### src/rtl/refcpu_mem_arbiter.sv
// refcpu_mem_arbiter: shares one memory port between the refcpu ibus and dbus, one transaction at a time
//   clk, reset                          clock, synchronous active-high reset
//   i_valid/i_addr -> i_addr_ok/i_data_ok/i_data                       instruction bus
//   d_valid/d_addr/d_size/d_strobe/d_wdata -> d_addr_ok/d_data_ok/d_data   data bus
//   m_valid/m_addr/m_size/m_strobe/m_wdata <- m_addr_ok/m_data_ok/m_data  memory port
//   bus_err                             sticky watchdog error, cleared only by reset
module refcpu_mem_arbiter #(
  parameter int TIMEOUT = 256
) (
  input  logic        clk,
  input  logic        reset,
  input  logic        i_valid,
  input  logic [31:0] i_addr,
  output logic        i_addr_ok,
  output logic        i_data_ok,
  output logic [31:0] i_data,
  input  logic        d_valid,
  input  logic [31:0] d_addr,
  input  logic [2:0]  d_size,
  input  logic [3:0]  d_strobe,
  input  logic [31:0] d_wdata,
  output logic        d_addr_ok,
  output logic        d_data_ok,
  output logic [31:0] d_data,
  output logic        m_valid,
  output logic [31:0] m_addr,
  output logic [2:0]  m_size,
  output logic [3:0]  m_strobe,
  output logic [31:0] m_wdata,
  input  logic        m_addr_ok,
  input  logic        m_data_ok,
  input  logic [31:0] m_data,
  output logic        bus_err
);
  localparam logic [1:0] S_IDLE = 2'd0;
  localparam logic [1:0] S_ADDR = 2'd1;
  localparam logic [1:0] S_DATA = 2'd2;
  localparam logic [1:0] S_ERR  = 2'd3;
  localparam int TW = $clog2(TIMEOUT) + 1;
  localparam logic [TW-1:0] T_LAST = TW'(TIMEOUT - 1);
  localparam logic [TW-1:0] T_MAX = '1;
  logic [1:0] state, nxt;
  logic own_d, last_d, err_q, req_v, in_addr, in_data, go, a_ok, both_ok, fin, busy, grant, grant_d;
  logic [TW-1:0] timer;
  assign req_v   = own_d ? d_valid : i_valid;
  assign busy    = state == S_ADDR || state == S_DATA;
  assign in_addr = state == S_ADDR && !reset;
  assign in_data = state == S_DATA && !reset;
  assign go      = in_addr && req_v;
  assign a_ok    = go && m_addr_ok;
  assign both_ok = a_ok && m_data_ok;
  assign grant   = state == S_IDLE && (i_valid || d_valid);
  // alternate only under contention: D wins a tie unless it won the previous grant
  assign grant_d = d_valid && (!i_valid || !last_d);
  // an owner that drops valid before addr_ok aborts without touching memory
  assign fin     = state == S_ADDR ? (!req_v || (m_addr_ok && m_data_ok)) : m_data_ok;
  always_comb
    nxt = state == S_IDLE ? (grant ? S_ADDR : S_IDLE) :
          state == S_ERR  ? S_ERR :
          fin             ? S_IDLE :
          timer == T_LAST ? S_ERR :
          (state == S_ADDR && m_addr_ok) ? S_DATA : state;
  always_ff @(posedge clk) begin
    if (reset) begin
      state  <= S_IDLE;
      own_d  <= 1'b0;
      last_d <= 1'b0;
      timer  <= '0;
      err_q  <= 1'b0;
    end else begin
      state <= nxt;
      if (grant) begin
        own_d  <= grant_d;
        last_d <= grant_d;
        timer  <= '0;
      end else if (busy) begin
        timer <= timer == T_MAX ? timer : timer + 1'b1;
      end
      if (busy && nxt == S_ERR) err_q <= 1'b1;
    end
  end
  assign m_valid   = go;
  assign m_addr    = in_addr ? (own_d ? d_addr : i_addr) : 32'd0;
  assign m_size    = in_addr ? (own_d ? d_size : 3'b010) : 3'd0;
  assign m_strobe  = in_addr && own_d ? d_strobe : 4'd0;
  assign m_wdata   = in_addr && own_d ? d_wdata : 32'd0;
  assign i_addr_ok = a_ok && !own_d;
  assign d_addr_ok = a_ok && own_d;
  assign i_data_ok = (both_ok || (in_data && m_data_ok)) && !own_d;
  assign d_data_ok = (both_ok || (in_data && m_data_ok)) && own_d;
  assign i_data    = (both_ok || in_data) && !own_d ? m_data : 32'd0;
  assign d_data    = (both_ok || in_data) && own_d ? m_data : 32'd0;
  assign bus_err   = err_q && !reset;
endmodule

### config.mk
export PLATFORM = sky130hd
export DESIGN_NAME = refcpu_mem_arbiter
export DESIGN_NICKNAME = d
export VERILOG_FILES = /design/src/rtl/refcpu_mem_arbiter.sv
export SDC_FILE = /design/constraint.sdc
export NUM_CORES = 1
export LEC_CHECK = 0
export BUFFER_PORTS_ARGS = -buffer_cell sky130_fd_sc_hd__buf_2
export CAP_MARGIN = 10
export CORE_AREA = 4 4 107 109
export CTS_CLUSTER_DIAMETER = 30
export DETAILED_ROUTE_END_ITERATION = 12
export DIE_AREA = 0 0 111 113
export PLACE_DENSITY_LB_ADDON = 0.2
export SYNTH_ARGS = -nofsm -noshare
export SYNTH_HDL_FRONTEND = slang
export SYNTH_SLANG_ARGS = --single-unit
### constraint.sdc
create_clock -name clk -period 2.2 [get_ports clk]
set_input_delay 0.44 -clock clk [delete_from_list [all_inputs] [get_ports clk]]
set_output_delay 0.44 -clock clk [all_outputs]
set_load 0.01 [all_outputs]
==> results of run 1 <==
## state kept, by name, indices dropped and copies added, names as in the netlist
register,cells
timer,9
state,2
err_q,1
last_d,1
## placed cells by master, fill, tap and decap left out, types with 4 or more instances in the layout
cell | synthesis | routed
a21oi_1 | 7 | 7
a41o_4 | 1 | 8
and3_1 | 102 | 93
and3_4 | 0 | 9
buf_2 | 3 | 280
buf_4 | 0 | 9
dfxtp_1 | 13 | 10
ha_1 | 7 | 5
inv_1 | 8 | 5
mux2i_1 | 34 | 34
nor2_1 | 43 | 43
o21ai_0 | 4 | 4
## layer usage
layer  vias up  wire, um  GRT usage (%)
met1      1442      4540           19.0
met4         0       148           3.94
met3        16      1130           4.87
met2       177      5640           27.7
li1       1618         -              -
met5         -         0              0
## logic make-up (layout without fill, tap and decap cells)
group,Yosys count,count (layout),share of synthesized area (%)
flops,13,13,12.6
mux,35,35,17.1
buf+inv,39,304,9.78
fa+ha+maj,7,7,4.22
compound gates,26,33,9.29
xor+xnor,2,2,0.845
simple gates,169,170,46.2
## power by group
group | leakage (nW) | switching, mW | internal (mW)
Combinational | 2.39 | 0.296 | 0.251
Sequential | 0.107 | 0.0111 | 0.244
Clock | 0.0255 | 0.0862 | 0.125
Total | 2.52 | 0.393 | 0.619
## repair_timing
| item | CTS | global route |
|---|---|---|
| endpoints found under the hold margin | 0 | 0 |
| pin swaps | 3 | 3 |
| buffers inserted | 0 | 3 |
| resized for setup | 10 | 25 |
| endpoints found under the setup margin | 64 | 137 |
| cloned | 5 | 3 |
## metrics by stage
stage          hold WS, ns  total power, mW
4_1_cts              0.446            0.996
5_1_grt              0.465             1.09
3_5_place_dp         0.486            0.754
3_3_place_gp         0.469            0.746
6_report             0.447             1.01
2_1_floorplan        0.452            0.527
## layout make-up
| cell class | instances | area [um^2] |
|---|---|---|
| inverters | 8 | 33.8 |
| clock buffers | 3 | 41.3 |
| flip-flops and latches | 13 | 269 |
| multi-input cells | 247 | 1840 |
| fillers | 1103 | 6720 |
| clock inverters | 1 | 5.00 |
| well taps | 140 | 175 |
| repair buffers | 292 | 1520 |
## critical path, cell delays in order, from the launching register on
cell     delay (ns)
dfxtp_4        0.38
inv_2          0.05
ha_2           0.17
nor2b_4        0.14
buf_4          0.13
a41o_4         0.29
and3_1         0.21
buf_2          0.14
## cells in the mapped netlist
cell type	count	area, um^2
clkbuf_1	21	78.8
nand4_1	1	6.26
ha_1	7	87.6
a21bo_2	1	10.0
o31ai_1	3	22.5
o21a_1	2	15.0
a2111oi_0	1	8.76
nand2b_1	3	18.8
xor2_1	1	8.76
nor2b_1	3	18.8
mux2i_1	34	340
a31oi_1	1	6.26
nand3_1	3	15.0
nor4bb_1	1	10.0
mux2_4	1	15.0
a2111oi_1	1	10.0
or4_1	2	15.0
or3_1	3	18.8
a21oi_1	7	35.0
a211oi_1	1	7.51
buf_2	3	15.0
a41o_4	1	21.3
inv_1	8	30.0
nor2_1	43	161
and3_1	102	638
nor3b_1	2	15.0
a22o_1	1	8.76
nand4b_1	2	17.5
dfxtp_1	13	260
buf_6	7	78.8
a311oi_1	1	8.76
a222oi_1	1	10.0
o21ai_0	4	20.0
and2b_1	1	7.51
nand3b_1	1	7.51
o31a_1	1	8.76
xnor2_1	1	8.76
nand2_1	2	7.51
## path summary, 6_finish.rpt
| kind | slack, ns | endpoint |
|---|---|---|
| setup / recovery | 0.03 | d_data[25] |
| hold / removal | 0.45 | last_d$_SDFFE_PP0P_ |
| hold reg to reg | 0.49 | timer[7]$_SDFFE_PP0P_ |
| setup reg to reg | 0.31 | timer[7]$_SDFFE_PP0P_ |
==> impl_results.md, run 1 <==
* Measured slew at the worst slew-check pin at 0.517 ns
* H-Tree Depth at 1
* Max cap viols at 0
* Pre-antenna DRT Iters at 4
* CTS Buffer Depth at 2
* Mapped Cells at 291
* CTS tree: yes
* I/O pins at 282
* Pwr Density at 260 nW/um^2
* Skew-Pair Late Insertion Delay at 0.24 ns
* Post-Place Cells at 689
* Root Driver: clkbuf_8
* Final setup skew at 0.00368 ns
* Initial DRC count at 187
* Gr ovfl total at 0
* PortBufs at 281
* Worst-path clk slew at 0.05 ns
* Total GRT Usage at 15.8%
* Final slew viol count at 0
* CP Class: register to output pin
* Vias in the first global route at 3067
* Crit share post-route at 98.7%
* Worst hold path class: input port to register
* DP Area at 3550 um^2
* DRC at 0
* YS warnings at 0
* Worst setup margin at 0.0275 ns
* Yosys reg bits at 13
* Lkg Pwr at 2.52 nW
* Initial antenna violation count at 0
* Die Width at 111 um
* Antenna cells at 0
* Outcome: complete, no violations
* Hold Crit Start: i_valid
* Die area at 12500 um^2
* Post-route insts no fill at 704
* Share of cells above drive strength 1 at 58.0%
* Net Count, Synth at 439
* Placer Congestion at 0.955
* DPL Wire Length at 8.37 mm
* Critical path startpoint: state[0]$_SDFF_PP0_
* Final Hold Vio Count at 0
* CTS Hold Bufs at 0
* Synth-to-layout area growth at 87.5%
* Crit end category: output pin
* Initial core utilization at 19.6%
* Reg2reg path depth at 7
* Max Clk Rate at 460 MHz
* RR Startpoint: timer[0]$_SDFFE_PP0P_
* Netlist cell types at 38
* Max FO, Critical Path at 8
* Clk sinks at 13
* CTS buffer count at 3
* Final TNS setup at 0 ns
* Worst VDD drop at 0.173 mV
* Synthesized area per cell at 7.12 um^2
* # setup viols final at 0
* Worst relative slew slack at 65.5%
* Worst Hold Depth at 2
* Final min period at 2.17 ns
* Global-route wire length before repair at 16.5 mm
* Wirelength, routed at 11.5 mm
* Post-DR wirelength/cell at 16.3 um
* Vias at 3253
* Fin util at 36.7%
* Mapped cell area at 2070 um^2
* CP startpoint kind: register
* Final Cell Area at 3890 um^2
* Layout Nets at 713
* Routed vias/inst at 4.62
* Worst EP required at 1.76 ns
* Largest net degree at the start of global routing at 54
* Pre-CTS setup slack at 0.0424 ns
* Height of the die at 113 um
* Register area share after synthesis at 12.6%
* Worst Path Arrival at 1.73 ns
* Area of the core at 10600 um^2
* Row cnt at 38
* Antenna Nets Post-Route at 0
Note: power is estimated with default switching activity, not from simulation.
==> run 2, diff against run 1 <==
--- a/config.mk
+++ b/config.mk
@@ -7,7 +7,7 @@
 export LEC_CHECK = 0
 export BUFFER_PORTS_ARGS = -buffer_cell sky130_fd_sc_hd__buf_2
 export CAP_MARGIN = 10
-export CORE_AREA = 4 4 107 109
+export CORE_AREA = 2 2 109 111
 export CTS_CLUSTER_DIAMETER = 30
 export DETAILED_ROUTE_END_ITERATION = 12
 export DIE_AREA = 0 0 111 113
==> run 2 against run 1 <==
Net effect:
- register-to-register slack better by 0.02 ns
- sequential power about the same
- global-route usage up 0.068 points
- die area unchanged
- clock skew down 0.0020 ns
- combinational power down 2%
- power up 12%
- non-clock buffer count down 1
- count of clock-buffer cells in the layout up 1
- routed wire length down 2.7%
- critical path type unchanged
- critical endpoint is now d_data[6]
- largest cell class unchanged
- highest routed layer unchanged
==> impl_results.md, run 2 (synthesized netlist as in run 1, its figures left out) <==
* Cell family with most CP delay: simple AND/OR/NAND/NOR gates
* Fin util at 34.0% (-2.7 points)
* Routed vias/inst at 4.61 (-0.15%)
* Share of cells above drive strength 1 at 56.0% (-2.0 points)
* Worst EP required at 1.76 ns (about the same)
* Number of flip-flops in the largest register at 9 (unchanged)
* Max Clk Rate at 460 MHz (about the same)
* Vias at 3248 (-0.15%)
* Sw Pwr at 0.389 mW (-1.1%)
* Root Driver: clkbuf_16
* Switching share of power at 34.3% (-4.5 points)
* Antenna Nets Post-Route at 0 (unchanged)
* Pre-CTS setup slack at 0.0578 ns (+0.0154 ns)
* DPL Wire Length at 8.37 mm (unchanged)
* Max cap viols at 0 (unchanged)
* Comb pwr share at 47.5% (-6.5 points)
* Reg with most FFs: timer
* Final Total Pwr at 1.13 mW (+12%)
* PortBufs at 281 (unchanged)
* Pwr Density at 296 nW/um^2 (+14%)
* Measured slew at the worst slew-check pin at 0.531 ns (+0.0137 ns)
* CP max-delay cell: a41o_4
* Worst-path clk slew at 0.05 ns (about the same)
* Clk sinks at 13 (unchanged)
* Placer Congestion at 0.908 (-5.0%)
* CP Cell Sequence: inv_2 -> ha_2 -> and2b_4 -> a41o_4 -> and3_1 -> buf_2
* Final min period at 2.17 ns (+0.00203 ns)
* Max FO, Critical Path at 16 (+8)
* Crit end category: output pin
* Regs by FF count: timer: 9 flops, state: 2 flops
* DRC at 0 (unchanged)
* Commonest non-fill, non-tap cell in the layout: buf_2
* H-Tree Depth at 1 (unchanged)
* Gr ovfl total at 0 (unchanged)
* I/O pins at 282 (unchanged)
* Worst VDD drop at 0.323 mV (+87%)
* Height of the die at 113 um (unchanged)
* Die Width at 111 um (unchanged)
* Fin Hold WS at 0.446 ns (-0.00133 ns)
* Sequential cell area at 267 um^2 (-0.93%)
* Final setup skew at 0.00165 ns (-0.00203 ns)
* # setup viols final at 0 (unchanged)
* Pre-antenna DRT Iters at 4 (unchanged)
* Buf+Inv Stages, Crit Path at 2 (-1)
* Lkg Pwr at 2.53 nW (+0.34%)
* Crit share post-route at 98.8% (about the same)
* Area of the core at 11300 um^2 (+6.3%)
* Worst relative slew slack at 64.6% (-0.91 points)
* Post-DR wirelength/cell at 15.8 um (-2.7%)
* Total GRT Usage at 15.9% (+0.068 points)
* Global-route wire length before repair at 16.3 mm (-1.0%)
* CTS tree: yes
* Skew-Pair Late Insertion Delay at 0.24 ns (about the same)
* Pint at 0.743 mW (+20%)
* Final Hold Vio Count at 0 (unchanged)
* CTS Hold Bufs at 0 (unchanged)
* Most frequent cells in the layout: 281 x buf_2, 101 x and3_1, 43 x nor2_1
* CP Class: register to output pin
* Worst hold path class: input port to register
* CTS Buffer Depth at 2 (unchanged)
* Fillers at 1243 (+13%)
* Synth-to-layout area growth at 84.6%
* Critical path startpoint: state[1]$_SDFF_PP0_
* CP max stage delay at 0.34 ns (-0.04 ns)
* Final TNS setup at 0 ns (unchanged)
* Initial core utilization at 18.4% (-1.2 points)
* Final slew viol count at 0 (unchanged)
* Clock power frac at 30.1% (+9.2 points)
* Worst setup margin at 0.0255 ns (-0.00203 ns)
* Initial DRC count at 198 (+5.9%)
* Worst Path Arrival at 1.73 ns (about the same)
* Footprint of the multi-input gates at 1730 um^2 (-6.0%)
* Die area at 12500 um^2 (unchanged)
* CTS buffer count at 3 (unchanged)
* Sequential share of power at 22.4% (-2.7 points)
* Row cnt at 39 (+2.6%)
* Outcome: complete, no violations
* RSZ-0062 raised after global routing: yes
* RR Startpoint: timer[0]$_SDFFE_PP0P_
* Wirelength, routed at 11.2 mm (-2.7%)
* CP startpoint kind: register
* Largest net degree at the start of global routing at 71 (+31%)
* Hold Crit Start: i_valid
* Initial antenna violation count at 2 (+2)
* Vias in the first global route at 2956 (-3.6%)
* Layout Nets at 708 (-0.70%)
## run 2: repair_timing
action                                  4_1_cts  5_1_grt
endpoints found under the setup margin       68      120
gates resized for setup                      15        6
setup buffers                                 0        2
pin swaps                                     1        1
cloned                                        4        1
## run 2: power groups by stage
stage               Clock (mW)  Combinational [mW]  Sequential, mW
finish                   0.341               0.538           0.253
detailed placement           0               0.498           0.257
global route             0.369               0.592           0.254
CTS                      0.349               0.538           0.252
floorplan                    0               0.275           0.252
global placement             0               0.492           0.257
## run 2: routing by layer
metal	vias up	share of wire (%)	wire length, um	GRT usage (%)
li1	1597	-	-	-
met1	1505	42	4730	20.6
met2	142	50	5560	28.4
met3	4	6.8	756	2.62
met4	0	0.95	106	2.33
met5	-	0	0	0
## run 2: final cells by class
cell class              count  share of cell area, %
diodes                      2                  0.131
clock buffers               4                   2.06
inverters                   8                  0.785
multi-input cells         243                   45.3
flip-flops and latches     13                   6.96
well taps                 143                   4.67
repair buffers            291                   40.1
## run 2: final timing paths
path	endpoint	slack, ns	depth (start not counted)
worst min-delay path	last_d$_SDFFE_PP0P_	0.45	2
worst min register to register	timer[7]$_SDFFE_PP0P_	0.49	2
worst max-delay path	d_data[6]	0.03	6
worst max register to register	timer[5]$_SDFFE_PP0P_	0.33	7
## run 2: worst register-to-register path, cell delays in order, from the launching register on
cell,delay [ns]
dfxtp_1,0.33
ha_1,0.23
nand3_1,0.09
nor2_1,0.06
ha_1,0.21
nand4b_1,0.29
or4_1,0.46
a21oi_1,0.14
## run 2: stage by stage
| step | std cells | instance area (um^2) |
|---|---|---|
| 6_report | 704 | 3830 |
| 5_1_grt | 704 | 3830 |
| 4_1_cts | 699 | 3780 |
| 3_5_place_dp | 691 | 3550 |
| 3_3_place_gp | 691 | 3550 |
| 2_1_floorplan | 291 | 2070 |
==> run 3, diff against run 2 <==
==> constraint.sdc (replaced) <==
create_clock -name clk -period 2.49 [get_ports clk]
set_input_delay 0.498 -clock clk [delete_from_list [all_inputs] [get_ports clk]]
set_output_delay 0.498 -clock clk [all_outputs]
set_load 0.05 [all_outputs]
==> run 3 against run 2 <==
Net effect:
- count of clock-buffer cells in the layout is the same
- core utilization grew 0.26 points
- sequential power shrank 10%
- critical path type unchanged
- largest power group unchanged
==> impl_results.md, run 3 (synthesized netlist as in run 1, its figures left out) <==
* Final Total Pwr at 1.15 mW (+1.6%)
* Measured slew at the worst slew-check pin at 0.533 ns (+0.00169 ns)
* Antenna Nets Post-Route at 0 (unchanged)
* Pint at 0.655 mW (-12%)
* Outcome: complete, no violations
* Vias in the first global route at 3057 (+3.4%)
* Global-route wire length before repair at 16.2 mm (-0.80%)
* CP Cell Sequence: inv_1 -> ha_1 -> and2b_4 -> a41o_2 -> and3_1 -> buf_2
* Crit share post-route at 95.7%
* Clk sinks at 13 (unchanged)
* DRC at 0 (unchanged)
* Hold Crit Start: timer[7]$_SDFFE_PP0P_
* Skew-Pair Late Insertion Delay at 0.24 ns (about the same)
* Pwr Density at 298 nW/um^2 (+0.83%)
* Reg2reg path depth at 7 (unchanged)
* Fin Hold WS at 0.492 ns (+0.0466 ns)
* Final slew viol count at 0 (unchanged)
* Number of flip-flops in the largest register at 9 (unchanged)
* Lkg Pwr at 2.53 nW (+0.14%)
* Final TNS setup at 0 ns (unchanged)
* Layout Nets at 708 (unchanged)
* Placer Congestion at 0.938 (+3.4%)
* I/O pins at 282 (unchanged)
* Clock power frac at 26.6% (-3.5 points)
* Synth-to-layout area growth at 86.0%
* Crit end category: output pin
* Height of the die at 113 um (unchanged)
* Initial antenna violation count at 4 (+2)
* CTS Buffer Depth at 2 (unchanged)
* Regs by FF count: timer: 9 flops, state: 2 flops
* Most frequent cells in the layout: 273 x buf_2, 102 x and3_1, 43 x nor2_1
* CTS buffer count at 3 (unchanged)
* Max Clk Rate at 420 MHz
* # setup viols final at 0 (unchanged)
* Reg with most FFs: timer
* Area of the core at 11300 um^2 (unchanged)
* Final min period at 2.38 ns
* CTS Hold Bufs at 0 (unchanged)
* H-Tree Depth at 1 (unchanged)
* Row cnt at 39 (unchanged)
* Largest net degree at the start of global routing at 73 (+2.8%)
* Setup slack, reg-to-reg at 0.60 ns (+0.27 ns)
* Final Cell Area at 3860 um^2 (+0.75%)
* CP max stage delay at 0.36 ns (+0.02 ns)
* CP max-delay cell: dfxtp_1
* DPL Wire Length at 8.47 mm (+1.2%)
* Initial DRC count at 254 (+28%)
* Initial core utilization at 18.4% (unchanged)
* DP Area at 3620 um^2 (+2.0%)
* Switching share of power at 43.1% (+8.7 points)
* Worst relative slew slack at 64.5% (-0.11 points)
* PortBufs at 281 (unchanged)
* Max FO, Critical Path at 8 (-8)
* Routed vias/inst at 4.67 (+1.2%)
* Share of cells above drive strength 1 at 54.6% (-1.4 points)
* Worst hold path class: register to register
* Post-DR wirelength/cell at 15.9 um (+0.36%)
* Wirelength, routed at 11.2 mm (+0.65%)
* Commonest non-fill, non-tap cell in the layout: buf_2
* Sw Pwr at 0.495 mW (+27%)
* Comb pwr share at 53.7% (+6.2 points)
* Worst Path Arrival at 1.89 ns (+0.16 ns)
* Worst Hold Depth at 2 (unchanged)
* Fillers at 1240 (-0.24%)
* Total GRT Usage at 15.7% (-0.18 points)
* Final Hold Vio Count at 0 (unchanged)
* Worst VDD drop at 0.234 mV (-28%)
* CP Class: register to output pin
* Fin util at 34.2% (+0.26 points)
* Gr ovfl total at 0 (unchanged)
* Vias at 3297 (+1.5%)
* Sequential cell area at 264 um^2 (-0.94%)
* Worst-path clk slew at 0.04 ns (about the same)
* CP startpoint kind: register
* Sequential share of power at 19.8% (-2.6 points)
* Final setup skew at 0.00148 ns (-0.000169 ns)
* Worst EP required at 1.99 ns (+0.23 ns)
* Die Width at 111 um (unchanged)
* Pre-antenna DRT Iters at 4 (unchanged)
* RSZ-0062 raised after global routing: no
* Worst min-delay path endpoint: timer[7]$_SDFFE_PP0P_
* Die area at 12500 um^2 (unchanged)
* Reg2Reg Capture Point: timer[7]$_SDFFE_PP0P_
* RR Startpoint: timer[0]$_SDFFE_PP0P_
* Footprint of the multi-input gates at 1700 um^2 (-1.9%)
* Max cap viols at 0 (unchanged)
* Root Driver: clkbuf_16
* CTS tree: yes
## run 3: routing by layer
layer	wire length, um	track usage [%]	share of wire (%)
met2	5600	27.9	50
met5	0	0	0
met4	258	5.17	2.3
met1	4550	18.9	41
met3	806	3.48	7.2
## run 3: how the worst max path moves through the flow
stage,start,end,slack (ns)
6_report,state[1]$_SDFF_PP0_,d_data[23],0.11
5_1_grt,state[1]$_SDFF_PP0_,i_data[4],0.009
4_1_cts,state[1]$_SDFF_PP0_,d_data[30],0.05
3_5_place_dp,reset,d_data[30],0.01
3_3_place_gp,reset,d_data[30],-0.03
2_1_floorplan,reset,d_data_ok,-0.20
## run 3: final cells by class
type,count,share of cell area (%)
Multi-Input combinational cell,243,44.1
Timing Repair Buffer,291,41.3
Sequential cell,13,6.85
Tap cell,143,4.64
Clock buffer,4,2.04
Inverter,8,0.779
Antenna cell,4,0.260
## run 3: repair_timing
| item | CTS | global route |
|---|---|---|
| gates cloned | 2 | 3 |
| endpoints found under the setup margin | 64 | 52 |
| gates resized for setup | 6 | 8 |
| setup buffers | 0 | 1 |
| pin swaps | 1 | 3 |
## run 3: power groups by stage
stage	Sequential, mW	Clock (mW)	Combinational [mW]
final	0.227	0.305	0.617
after global routing	0.229	0.316	0.664
after CTS	0.228	0.312	0.600
after detailed placement	0.232	0	0.589
after global placement	0.231	0	0.582
after floorplan	0.223	0	0.390
## run 3: through the flow
step                      instances  worst slack (ns)
after floorplan                 291            -0.201
after global placement          692           -0.0314
after detailed placement        692           0.00985
after CTS                       698            0.0547
after global routing            706           0.00866
final                           706             0.107
## run 3: critical path: cells and delay by family (launching register included)
kind            cells  cell delay (ns)
buf+inv             2             0.30
fa+ha+maj           1             0.20
simple gates        2             0.43
compound gates      1             0.35
flops               1             0.36
